`src/rtl/store_write_buffer_pkg.sv`:
```
// Shared configuration for the store write buffer: default depth, address width,
// fence FSM states and the queued entry layout.
package store_write_buffer_pkg;

    localparam int unsigned WBUF_DEPTH = 4;
    localparam int unsigned WBUF_AW    = 32;

    typedef enum logic [1:0] {
        ST_RUN   = 2'd0,
        ST_DRAIN = 2'd1,
        ST_DONE  = 2'd2
    } wbuf_state_t;

    typedef struct packed {
        logic [WBUF_AW-1:2] addr;
        logic [31:0]        data;
        logic [3:0]         be;
    } wbuf_entry_t;

endpackage

```
`src/rtl/store_write_buffer_fifo.sv`:
```
// Entry storage for the store write buffer: circular array, wrap-bit pointers,
// occupancy count and full/empty flags. Slot contents are exported when
// WBUF_LOAD_BYPASS_EN is defined so the top level can match load addresses.
module wbuf_fifo
    import store_write_buffer_pkg::*;
#(
    parameter int unsigned DEPTH = WBUF_DEPTH
) (
    input  logic                     clk,
    input  logic                     rst_n,
    input  logic                     push,
    input  logic                     pop,
    input  wbuf_entry_t              wr_entry,
    output wbuf_entry_t              head,
    output logic [$clog2(DEPTH):0]   count,
    output logic                     empty,
    output logic                     full
`ifdef WBUF_LOAD_BYPASS_EN
    ,
    output wbuf_entry_t              slots [DEPTH],
    output logic [DEPTH-1:0]         occupied
`endif
);

    localparam int unsigned PW = $clog2(DEPTH);

    wbuf_entry_t   mem [DEPTH];
    logic [PW:0]   wr_ptr;
    logic [PW:0]   rd_ptr;

    always_ff @(posedge clk or negedge rst_n) begin
        if (!rst_n) begin
            wr_ptr <= '0;
            rd_ptr <= '0;
        end else begin
            if (push) wr_ptr <= wr_ptr + 1'b1;
            if (pop)  rd_ptr <= rd_ptr + 1'b1;
        end
    end

    // Storage carries no reset; occupancy is defined purely by the pointers.
    always_ff @(posedge clk) begin
        if (push) mem[wr_ptr[PW-1:0]] <= wr_entry;
    end

    assign head  = mem[rd_ptr[PW-1:0]];
    assign count = wr_ptr - rd_ptr;
    assign empty = (wr_ptr == rd_ptr);
    assign full  = (wr_ptr[PW] != rd_ptr[PW]) && (wr_ptr[PW-1:0] == rd_ptr[PW-1:0]);

`ifdef WBUF_LOAD_BYPASS_EN
    logic [PW-1:0] offset;

    assign slots = mem;

    // A slot is live when its distance from the head is below the count.
    always_comb begin
        occupied = '0;
        offset   = '0;
        for (int unsigned i = 0; i < DEPTH; i++) begin
            offset      = PW'(i) - rd_ptr[PW-1:0];
            occupied[i] = ({1'b0, offset} < count);
        end
    end
`endif

endmodule

```
`src/rtl/store_write_buffer.sv`:
```
// Posted-write buffer between the store formatter and the data-memory bus, with
// fence drain FSM and load stall. Define WBUF_LOAD_BYPASS_EN for address-matched stalls.
module store_write_buffer
    import store_write_buffer_pkg::*;
#(
    parameter int unsigned DEPTH = WBUF_DEPTH,
    parameter int unsigned AW    = WBUF_AW
) (
    input  logic                    iCLK,
    input  logic                    iRST_n,
    input  logic                    iStoreValid,
    input  logic [AW-1:0]           iStoreAddress,
    input  logic [31:0]             iStoreData,
    input  logic [3:0]              iStoreByteEn,
    output logic                    oStoreReady,
    output logic                    oMisaligned,
    input  logic                    iLoadValid,
    input  logic [AW-1:0]           iLoadAddress,
    output logic                    oLoadStall,
    input  logic                    iFence,
    output logic                    oFenceDone,
    output logic                    oMemWrite,
    output logic [AW-1:0]           oMemAddress,
    output logic [31:0]             oMemData,
    output logic [3:0]              oMemByteEn,
    input  logic                    iMemReady,
    output logic [$clog2(DEPTH):0]  oCount,
    output logic                    oEmpty,
    output logic                    oFull
);

    localparam int unsigned CW = $clog2(DEPTH) + 1;

    wbuf_state_t  state;
    wbuf_state_t  state_next;
    wbuf_entry_t  wr_entry;
    wbuf_entry_t  head;
    logic         store_take;
    logic         fifo_push;
    logic         fifo_pop;
    logic         misaligned_q;

`ifdef WBUF_LOAD_BYPASS_EN
    wbuf_entry_t      slots [DEPTH];
    logic [DEPTH-1:0] occupied;
`endif

    assign wr_entry.addr = iStoreAddress[AW-1:2];
    assign wr_entry.data = iStoreData;
    assign wr_entry.be   = iStoreByteEn;

    assign oStoreReady = !oFull && (state == ST_RUN);
    assign store_take  = iStoreValid && oStoreReady;
    assign fifo_push   = store_take && (iStoreByteEn != '0);
    assign fifo_pop    = oMemWrite && iMemReady;

    wbuf_fifo #(
        .DEPTH (DEPTH)
    ) u_fifo (
        .clk      (iCLK),
        .rst_n    (iRST_n),
        .push     (fifo_push),
        .pop      (fifo_pop),
        .wr_entry (wr_entry),
        .head     (head),
        .count    (oCount),
        .empty    (oEmpty),
        .full     (oFull)
`ifdef WBUF_LOAD_BYPASS_EN
        ,
        .slots    (slots),
        .occupied (occupied)
`endif
    );

    // Bus outputs are a pure function of occupancy so oMemWrite never sees iMemReady.
    assign oMemWrite   = !oEmpty;
    assign oMemAddress = oEmpty ? '0 : {head.addr, 2'b00};
    assign oMemData    = oEmpty ? '0 : head.data;
    assign oMemByteEn  = oEmpty ? '0 : head.be;

    always_ff @(posedge iCLK or negedge iRST_n) begin
        if (!iRST_n) begin
            state        <= ST_RUN;
            misaligned_q <= 1'b0;
        end else begin
            state        <= state_next;
            misaligned_q <= store_take && (iStoreByteEn == '0);
        end
    end

    assign oMisaligned = misaligned_q;
    assign oFenceDone  = (state == ST_DONE);

    always_comb begin
        state_next = state;
        case (state)
            ST_RUN: begin
                // A store accepted alongside the fence edge still has to drain.
                if (iFence) state_next = (oEmpty && !fifo_push) ? ST_DONE : ST_DRAIN;
            end
            ST_DRAIN: begin
                if (oEmpty || (fifo_pop && oCount == CW'(1))) state_next = ST_DONE;
            end
            ST_DONE:  state_next = ST_RUN;
            default:  state_next = ST_RUN;
        endcase
    end

`ifdef WBUF_LOAD_BYPASS_EN
    logic load_hit;
    logic unused_bits;

    always_comb begin
        load_hit = 1'b0;
        for (int unsigned i = 0; i < DEPTH; i++) begin
            if (occupied[i] && (slots[i].addr == iLoadAddress[AW-1:2])) load_hit = 1'b1;
        end
    end

    assign oLoadStall  = iLoadValid && load_hit;
    assign unused_bits = ^{iStoreAddress[1:0], iLoadAddress[1:0]};
`else
    logic unused_bits;

    assign oLoadStall  = iLoadValid && !oEmpty;
    assign unused_bits = ^{iStoreAddress[1:0], iLoadAddress};
`endif

endmodule

```
`config.mk`:
```
export PLATFORM = sky130hd
export DESIGN_NAME = store_write_buffer
export DESIGN_NICKNAME = d
export VERILOG_FILES = /design/src/rtl/store_write_buffer_pkg.sv /design/src/rtl/store_write_buffer_fifo.sv /design/src/rtl/store_write_buffer.sv
export SDC_FILE = /design/constraint.sdc
export NUM_CORES = 1
export LEC_CHECK = 0
export ABC_CLOCK_PERIOD_IN_PS = 5900
export CAP_MARGIN = 20
export CORE_AREA = 8 8 151 153
export CTS_CLUSTER_SIZE = 14
export DETAILED_ROUTE_END_ITERATION = 8
export DIE_AREA = 0 0 159 161
export PLACE_DENSITY = 0.79
export SLEW_MARGIN = 20
export SYNTH_ARGS = -nofsm -noshare
export SYNTH_HDL_FRONTEND = slang
export SYNTH_HIERARCHICAL = 1
export SYNTH_SLANG_ARGS = --single-unit
```
`constraint.sdc`:
```
create_clock -name iCLK -period 5.9 [get_ports iCLK]
set_input_delay 1.18 -clock iCLK [delete_from_list [all_inputs] [get_ports iCLK]]
set_output_delay 1.18 -clock iCLK [all_outputs]
set_load 0.1 [all_outputs]
```
==> flow_summary.ini, run 1 <==
[run_status]
outcome = finished, final reports clean

[clock_tree]
clockRootBuffer = clkbuf_16
cts_tree = built
clock_latency_ns = 0.52
cts.htree.levels = 1
path_clk_slew_ns = 0.06
cts_hold_buf = 0
cts_buffer_depth = 3
post-cts-setup-buffer-count = 0
cts_sinks = 273
cts.repair.resized = 0
numCtsBuffers = 27

[grt]
grt_pass1_wl_um = 32200
antenna_found_initial = 3
grt_use_total_pct = 16.0
grt_max_degree = 68
grt_pass1_vias = 5688
grt_overflow = 0

[worst_setup_path]
rrSetupSlack_ns = 2.27
endpoint_kind = output port
cp-start-kind = register
path_cells = ha_1 > nand2_1 > nor2_4 > buf_12 > nor2b_1 > clkdlybuf4s50_1
crit_path_max_incr_delay_ns = 0.99
crit_path_top_delay_cell = clkdlybuf4s50_1
critPathArrivalTime_ns = 3.73
crit_path_max_fanout = 46
worstPathRequired_ns = 4.72
crit_type = reg2out

[finish]
area_growth_pct = 24.0
drive_gt1_share_pct = 19.4
final_nets = 750
layout_common_cells = edfxtp_1 (264), clkdlybuf4s50_1 (142), nor2b_1 (70)
layout_commonest_cell = edfxtp_1

[timing]
grt_setup_unrepaired = no
worstMarginPinSlew_ns = 1.09
post-route-period-util_pct = 83.2
tns_ns = 0
final-setup-viol-count = 0
finalClockSkew_ns = 0.00996
fmax_ghz = 0.204
slew_viol_final = 0
hold_violations = 0
period_minus_slack_ns = 4.91
maxSlewHeadroom_pct = 27.5

[detailed_routing]
vias = 5020
viasPerCell = 5.39
routed_wl_um = 20200
drtAntennaViolNets = 0
drc = 0
dr.first_iter.drc_count = 342
wire_per_inst_um = 21.7
dr.pass1.iters = 6

[synthesis]
synth_cells = 480
synthDistinctLibCells = 29
synth.top_cell.area_share_pct = 74.8
yosysSeqAreaShare_pct = 76.9
synthTopCellsByArea = edfxtp_1 (75%), mux4_2 (14%), nor2b_1 (4.1%)
synth-seq-cells = 273
yosysWarnings = 6
synth_area_um2 = 10600
synth.avg_cell_area_um2 = 22.1
synth.largest_area_cell = edfxtp_1

[min_path]
worstHoldPathType = reg2reg

[place]
dp_hpwl_um = 11800
gp_congestion = 0.709
portBuffers = 147

[floorplan]
die_w_um = 159
rows = 53
die_area_um2 = 25600
num_io_pins = 184
initial_core_util_pct = 51.6
core_um2 = 20600
die_h_um = 161

[run]
drv_cap = 0
final cells by class:
cell class	count	area, um^2
clock buffers	31	691
fillers	1384	7410
clock inverters	18	168
flip-flops and latches	273	8160
inverters	6	22.5
well taps	275	344
multi-input cells	177	2260
diodes	1	2.50
repair buffers	151	1500
metal layers:
metal / global-route usage (%) / routed length, um
met1: 19.9 / 8170
met2: 26.9 / 10100
met3: 5.19 / 1590
met4: 3.64 / 342
met5: 0 / 27
state kept, by name, summed over array words and instances, names as in the netlist:
| signal | count |
|---|---|
| u_fifo/wr_ptr | 3 |
| state | 2 |
| u_fifo/rd_ptr | 3 |
| u_fifo/mem | 264 |
| oMisaligned | 1 |
final timing paths:
path / cells after the start / startpoint / to
max: 6 / u_fifo/rd_ptr[0]$_DFFE_PN0P_ / oMemAddress[13]
max in group asynchronous: 1 / iRST_n / u_fifo/rd_ptr[1]$_DFFE_PN0P_
min: 1 / u_fifo/rd_ptr[2]$_DFFE_PN0P_ / u_fifo/rd_ptr[2]$_DFFE_PN0P_
max reg2reg: 6 / u_fifo/rd_ptr[0]$_DFFE_PN0P_ / u_fifo/mem[3][58]$_DFFE_PP_
min reg2reg: 1 / u_fifo/rd_ptr[2]$_DFFE_PN0P_ / u_fifo/rd_ptr[2]$_DFFE_PN0P_
min in group asynchronous: 1 / iRST_n / u_fifo/rd_ptr[0]$_DFFE_PN0P_
critical path: cells and delay by family (launching register included):
| family | cells | cell delay, ns |
|---|---|---|
| and+or+nand+nor | 3 | 0.85 |
| buffers and inverters | 2 | 1.32 |
| adders and majority gates | 1 | 0.37 |
| DFF | 1 | 0.63 |
cell families after synthesis:
family / count (synthesis) / synth area share [%]
AO/OA/AOI/OAI: 7 / 0.413
XOR/XNOR: 6 / 0.496
adder cells (fa/ha/maj): 8 / 1.01
buffers and inverters: 31 / 2.02
flip-flops: 273 / 76.9
multiplexers: 66 / 14.0
other: 1 / 0.0354
AND/OR/NAND/NOR: 88 / 5.12
cells in the mapped netlist:
cell type / count
ha_1: 7
conb_1: 1
a32o_2: 1
nor4_1: 1
fa_1: 1
nor3_1: 1
buf_6: 1
xor2_1: 4
mux4_2: 66
o21ai_0: 3
nor4bb_1: 1
edfxtp_1: 264
buf_2: 5
nor2b_1: 70
dfrtp_1: 9
nand2_1: 4
and2b_1: 2
o211ai_1: 1
or4b_4: 1
buf_4: 5
clkbuf_1: 7
buf_12: 4
inv_1: 6
a21oi_1: 1
o21ai_1: 1
xnor2_1: 2
nor2_1: 4
and2_1: 4
buf_1: 3
through the flow:
stage               hold slack, ns  utilization [%]  setup slack (ns)  instances  cell area (um^2)
floorplan                    0.460                -             0.889        481             10600
global route                 0.522             64.0             0.725        932             13100
finish                       0.494             64.0             0.991        932             13100
CTS                          0.499             63.9             0.889        931             13100
global placement             0.474             59.8              1.48        882             12300
detailed placement           0.486             59.8              1.49        882             12300
Power of run 1 is not shown: default switching activity piles up to over one toggle a cycle in this logic, so the estimate is an artifact.
==> run 2, diff against run 1 <==
--- a/config.mk
+++ b/config.mk
@@ -5,7 +5,7 @@
 export SDC_FILE = /design/constraint.sdc
 export NUM_CORES = 1
 export LEC_CHECK = 0
-export ABC_CLOCK_PERIOD_IN_PS = 5900
+export ABC_CLOCK_PERIOD_IN_PS = 4600
 export CAP_MARGIN = 20
 export CORE_AREA = 8 8 151 153
 export CTS_CLUSTER_SIZE = 14
==> constraint.sdc (replaced) <==
create_clock -name iCLK -period 4.6 [get_ports iCLK]
set_input_delay 0.92 -clock iCLK [delete_from_list [all_inputs] [get_ports iCLK]]
set_output_delay 0.92 -clock iCLK [all_outputs]
set_load 0.1 [all_outputs]
==> run 2 against run 1 <==
  * Worst hold slack gained 0.0029 ns
  * Die area is the same
  * Setup slack gained 0.046 ns
  * Core utilization grew 2.0 points
  * Clock skew grew 0.0016 ns
  * Sequential share of layout area shrank 1.9 points
  * Clock-buffer cell count grew 6
  * Wire length grew 1.5%
  * Register-to-register slack lost 1.0 ns
  * Critical path type unchanged
  * Critical endpoint is now oMemAddress[12]
  * Largest cell class unchanged
  * Highest routed layer unchanged
==> flow_summary.ini, run 2 (same netlist as run 1, synthesis figures left out) <==
[floorplan]
die_h_um = 161
rows = 53
initial_core_util_pct = 51.6
num_io_pins = 184
die_area_um2 = 25600
die_w_um = 159
core_um2 = 20600

[run]
drv_cap = 0

[detailed_routing]
dr.pass1.iters = 4
routed_wl_um = 20500
vias = 5091
drc = 0
viasPerCell = 5.42
wire_per_inst_um = 21.9
drtAntennaViolNets = 0
dr.first_iter.drc_count = 322

[run_status]
outcome = finished, final reports clean

[finish]
layout_commonest_cell = edfxtp_1
layout_common_cells = edfxtp_1 (264), clkdlybuf4s50_1 (73), nor2b_1 (69)
fillers = 1344
n_antenna_cell = 0
final_nets = 758
drive_gt1_share_pct = 30.4
area_growth_pct = 27.9
largest_reg_flops = 264

[grt]
grt_overflow = 0
grt_pass1_wl_um = 32300
grt_use_total_pct = 16.0
grt_max_degree = 69
antenna_found_initial = 1
grt_pass1_vias = 5622

[timing]
hold_violations = 0
period_minus_slack_ns = 3.56
tns_ns = 0
slew_viol_final = 0
grt_setup_unrepaired = no
post-route-period-util_pct = 77.5
final-setup-viol-count = 0
maxSlewHeadroom_pct = 28.5
worstMarginPinSlew_ns = 1.07
fmax_ghz = 0.281
finalClockSkew_ns = 0.0115

[worst_setup_path]
cp_top_family = buffers and inverters
path_cells = buf_4 > mux4_2 > nor2b_1 > buf_4
crit_path_max_incr_delay_ns = 0.74
crit_path_top_delay_cell = buf_4
r2r_start = u_fifo/wr_ptr[0]$_DFFE_PN0P_
worst-path-stages = 4
cp-start-kind = register
crit_path_max_fanout = 67
rrSetupSlack_ns = 1.24
reg2reg_depth = 7
endpoint_kind = output port
crit_type = reg2out
crit_buf_inv = 2
worstPathRequired_ns = 3.68
critPathArrivalTime_ns = 2.64
path_common_cell = buf_4
crit_start = u_fifo/rd_ptr[1]$_DFFE_PN0P_
endpoint = oMemAddress[12]
r2r-end = u_fifo/mem[3][41]$_DFFE_PP_

[clock_tree]
post-cts-setup-buffer-count = 0
numCtsBuffers = 27
cts_tree = built
clockRootBuffer = clkbuf_16
clock_latency_ns = 0.51
cts_sinks = 273
cts.htree.levels = 1
cts_hold_buf = 0
path_clk_slew_ns = 0.06
cts_buffer_depth = 3
cts.repair.resized = 0

[min_path]
worstHoldPathType = reg2reg

[place]
gp_congestion = 0.765
dp_hpwl_um = 12700
portBuffers = 147
[run 2: cell count changes in the layout (fill, tap and decap cells not counted), sizes merged]
cell           delta
buf              +77
clkinvlp          -2
clkdlybuf4s50    -69
clkbuf            +6
diode             -1
clkinv            -5
bufinv            +1
[run 2: per-stage QoR]
step                      utilization [%]  hold WS [ns]  worst slack, ns  cells  area [um^2]
after global routing                 66.0         0.521            0.905    939        13600
after CTS                            66.0         0.495             1.00    939        13600
after detailed placement             61.6         0.483             1.01    890        12700
after global placement               61.6         0.475             1.03    890        12700
after floorplan                         -         0.460           0.0628    481        10600
final                                66.0         0.497             1.04    939        13600
[run 2: worst register-to-register path, cell delays in order (launching register included)]
cell     delay (ns)
dfrtp_1        0.42
inv_1          0.11
ha_1           0.32
nand2_1        0.15
nor2b_2        0.08
or4b_4         0.56
nor2_1         0.37
and2_4         0.95
[run 2: final cells by class]
class | count | area (um^2) | area share [%]
clock buffer | 37 | 743 | 5.48
tap | 275 | 344 | 2.54
sequential | 273 | 8160 | 60.2
multi-input combinational | 177 | 2260 | 16.7
inverter | 6 | 22.5 | 0.166
timing repair buffer | 159 | 1880 | 13.8
clock inverter | 12 | 158 | 1.16
[run 2: routing by layer]
| metal | wire (um) | GRT usage [%] | part of all wire, % | vias to the layer above |
|---|---|---|---|---|
| met2 | 10400 | 27.5 | 51 | 203 |
| li1 | - | - | - | 2258 |
| met4 | 276 | 3.34 | 1.3 | 2 |
| met3 | 1600 | 4.15 | 7.8 | 34 |
| met1 | 8250 | 20.4 | 40 | 2594 |
| met5 | 13 | 0 | 0.063 | - |
[run 2: how the worst min path moves through the flow]
stage                                       startpoint                      endpoint  slack, ns  cells past startpoint
after CTS                 u_fifo/wr_ptr[2]$_DFFE_PN0P_  u_fifo/wr_ptr[2]$_DFFE_PN0P_       0.50                      1
final                     u_fifo/wr_ptr[2]$_DFFE_PN0P_  u_fifo/wr_ptr[2]$_DFFE_PN0P_       0.50                      1
after global routing      u_fifo/wr_ptr[2]$_DFFE_PN0P_  u_fifo/wr_ptr[2]$_DFFE_PN0P_       0.52                      1
after global placement    u_fifo/wr_ptr[2]$_DFFE_PN0P_  u_fifo/wr_ptr[2]$_DFFE_PN0P_       0.47                      1
after detailed placement  u_fifo/wr_ptr[2]$_DFFE_PN0P_  u_fifo/wr_ptr[2]$_DFFE_PN0P_       0.48                      1
after floorplan           u_fifo/wr_ptr[2]$_DFFE_PN0P_  u_fifo/wr_ptr[2]$_DFFE_PN0P_       0.46                      1
Power of run 2 is left out for the same reason.
==> run 3, diff against run 2 <==
--- a/config.mk
+++ b/config.mk
@@ -5,7 +5,7 @@
 export SDC_FILE = /design/constraint.sdc
 export NUM_CORES = 1
 export LEC_CHECK = 0
-export ABC_CLOCK_PERIOD_IN_PS = 4600
+export ABC_CLOCK_PERIOD_IN_PS = 3600
 export CAP_MARGIN = 20
 export CORE_AREA = 8 8 151 153
 export CTS_CLUSTER_SIZE = 14
==> constraint.sdc (replaced) <==
create_clock -name iCLK -period 3.6 [get_ports iCLK]
set_input_delay 0.72 -clock iCLK [delete_from_list [all_inputs] [get_ports iCLK]]
set_output_delay 0.72 -clock iCLK [all_outputs]
set_load 0.1 [all_outputs]
==> run 3 against run 2 <==
  * Wire length decreased by 2.1%
  * Cell area grew 2.3%
  * Critical path depth is 3 higher
  * Sequential share of layout area is 1.4 points lower
  * First-iteration DRC count is 27% lower
  * Critical endpoint is now u_fifo/mem[3][40]$_DFFE_PP_
  * Clock-buffer cell count is 5 lower
  * Non-clock buffer count fell by 6
  * Die area stayed put
  * Clock skew fell by 0.0026 ns
  * Flip-flop and latch count unchanged
  * Global-route usage fell by 0.32 points
==> flow_summary.ini, run 3 (same netlist as run 1, synthesis figures left out) <==
[clock_tree]
clock_latency_ns = 0.52
numCtsBuffers = 26
clockRootBuffer = clkbuf_16
cts_tree = built
path_clk_slew_ns = 0.06
cts.repair.resized = 0
post-cts-setup-buffer-count = 0
cts.htree.levels = 1
cts_buffer_depth = 3
cts_hold_buf = 0
cts_sinks = 273

[finish]
largest_reg_flops = 264
layout_commonest_cell = edfxtp_1
fin_util_pct = 67.5
final_area_um2 = 13900
fillers = 1294
multi_input_area_um2 = 2270
stdcell_count = 932
area_growth_pct = 30.9
final_nets = 751
seq_area_um2 = 8160
layout_common_cells = edfxtp_1 (264), buf_12 (74), clkdlybuf4s50_1 (71)
drive_gt1_share_pct = 30.0

[min_path]
worstHoldPathType = reg2reg
min_from = u_fifo/rd_ptr[2]$_DFFE_PN0P_

[detailed_routing]
viasPerCell = 5.38
vias = 5010
routed_wl_um = 20100
dr.first_iter.drc_count = 236
wire_per_inst_um = 21.6
drtAntennaViolNets = 0
dr.pass1.iters = 4
drc = 0

[timing]
worstMarginPinSlew_ns = 1.06
maxSlewHeadroom_pct = 29.4
hold_violations = 0
grt_setup_unrepaired = no
slew_viol_final = 0
fmax_ghz = 0.296
final-setup-viol-count = 0
post-route-period-util_pct = 93.9
finalClockSkew_ns = 0.00897
timing.final.ws_setup_ns = 0.218
period_minus_slack_ns = 3.38

[place]
portBuffers = 147
dpl-instance-area_um2 = 13000
dp_cells = 884
gp_congestion = 0.732
dpl_worst_slack_ns = 0.128
dp_hpwl_um = 12000

[grt]
grt_overflow = 0
grt_pass1_vias = 5687
grt_use_total_pct = 15.7
grt_max_degree = 69
grt_pass1_wl_um = 31500
antenna_found_initial = 1

[run]
drv_cap = 0

[worst_setup_path]
crit_path_max_fanout = 67
crit_start = u_fifo/wr_ptr[0]$_DFFE_PN0P_
endpoint_kind = register
cp-start-kind = register
worstPathRequired_ns = 3.73
critPathArrivalTime_ns = 3.52
crit_type = reg2reg
r2r_start = u_fifo/wr_ptr[0]$_DFFE_PN0P_

[floorplan]
rows = 53
core_um2 = 20600
die_w_um = 159
num_io_pins = 184
die_area_um2 = 25600
die_h_um = 161
initial_core_util_pct = 51.6

[run_status]
outcome = finished, final reports clean
run 3: cell count changes in the layout (fill, tap and decap cells not counted), moves of 2 or more:
cell | before | now
buf_12 | 40 | 74
bufinv_16 | 4 | 2
clkbuf_1 | 7 | 3
buf_4 | 46 | 8
clkinv_1 | 2 | 6
clkdlybuf4s50_1 | 73 | 71
run 3: worst max-delay path: stages (launching register included):
cell     delay, ns
dfrtp_1       0.41
inv_1         0.11
ha_1          0.32
nand2_1       0.15
nor2b_2       0.07
or4b_4        0.56
nor2_1        0.40
and2_4        0.94
run 3: per-stage QoR:
step,hold WS [ns],TNS (ns)
floorplan,0.424,-21.82
global placement,0.474,0
detailed placement,0.486,0
CTS,0.496,0
global route,0.515,0
finish,0.495,0
run 3: final cells by class:
cell class	count	area share (%)
clock buffers	32	5.15
clock inverters	15	0.865
flip-flops and latches	273	58.8
well taps	275	2.48
diodes	1	0.0180
multi-input cells	177	16.3
inverters	6	0.162
repair buffers	153	16.2
run 3: routing by layer:
metal	GRT usage (%)	routed length (um)
met3	5.17	1570
met5	0	13
met2	28.0	10400
met1	18.1	7840
met4	3.82	323
run 3: path summary, 6_finish.rpt:
check                                                    end  cells past startpoint  slack, ns
max in group asynchronous       u_fifo/rd_ptr[1]$_DFFE_PN0P_                      1       2.73
worst max register to register   u_fifo/mem[3][40]$_DFFE_PP_                      7       0.22
worst max-delay path             u_fifo/mem[3][40]$_DFFE_PP_                      7       0.22
min in group asynchronous       u_fifo/rd_ptr[0]$_DFFE_PN0P_                      1       0.52
worst min-delay path            u_fifo/rd_ptr[2]$_DFFE_PN0P_                      1       0.49
worst min register to register  u_fifo/rd_ptr[2]$_DFFE_PN0P_                      1       0.49
Power of run 3 is left out for the same reason.
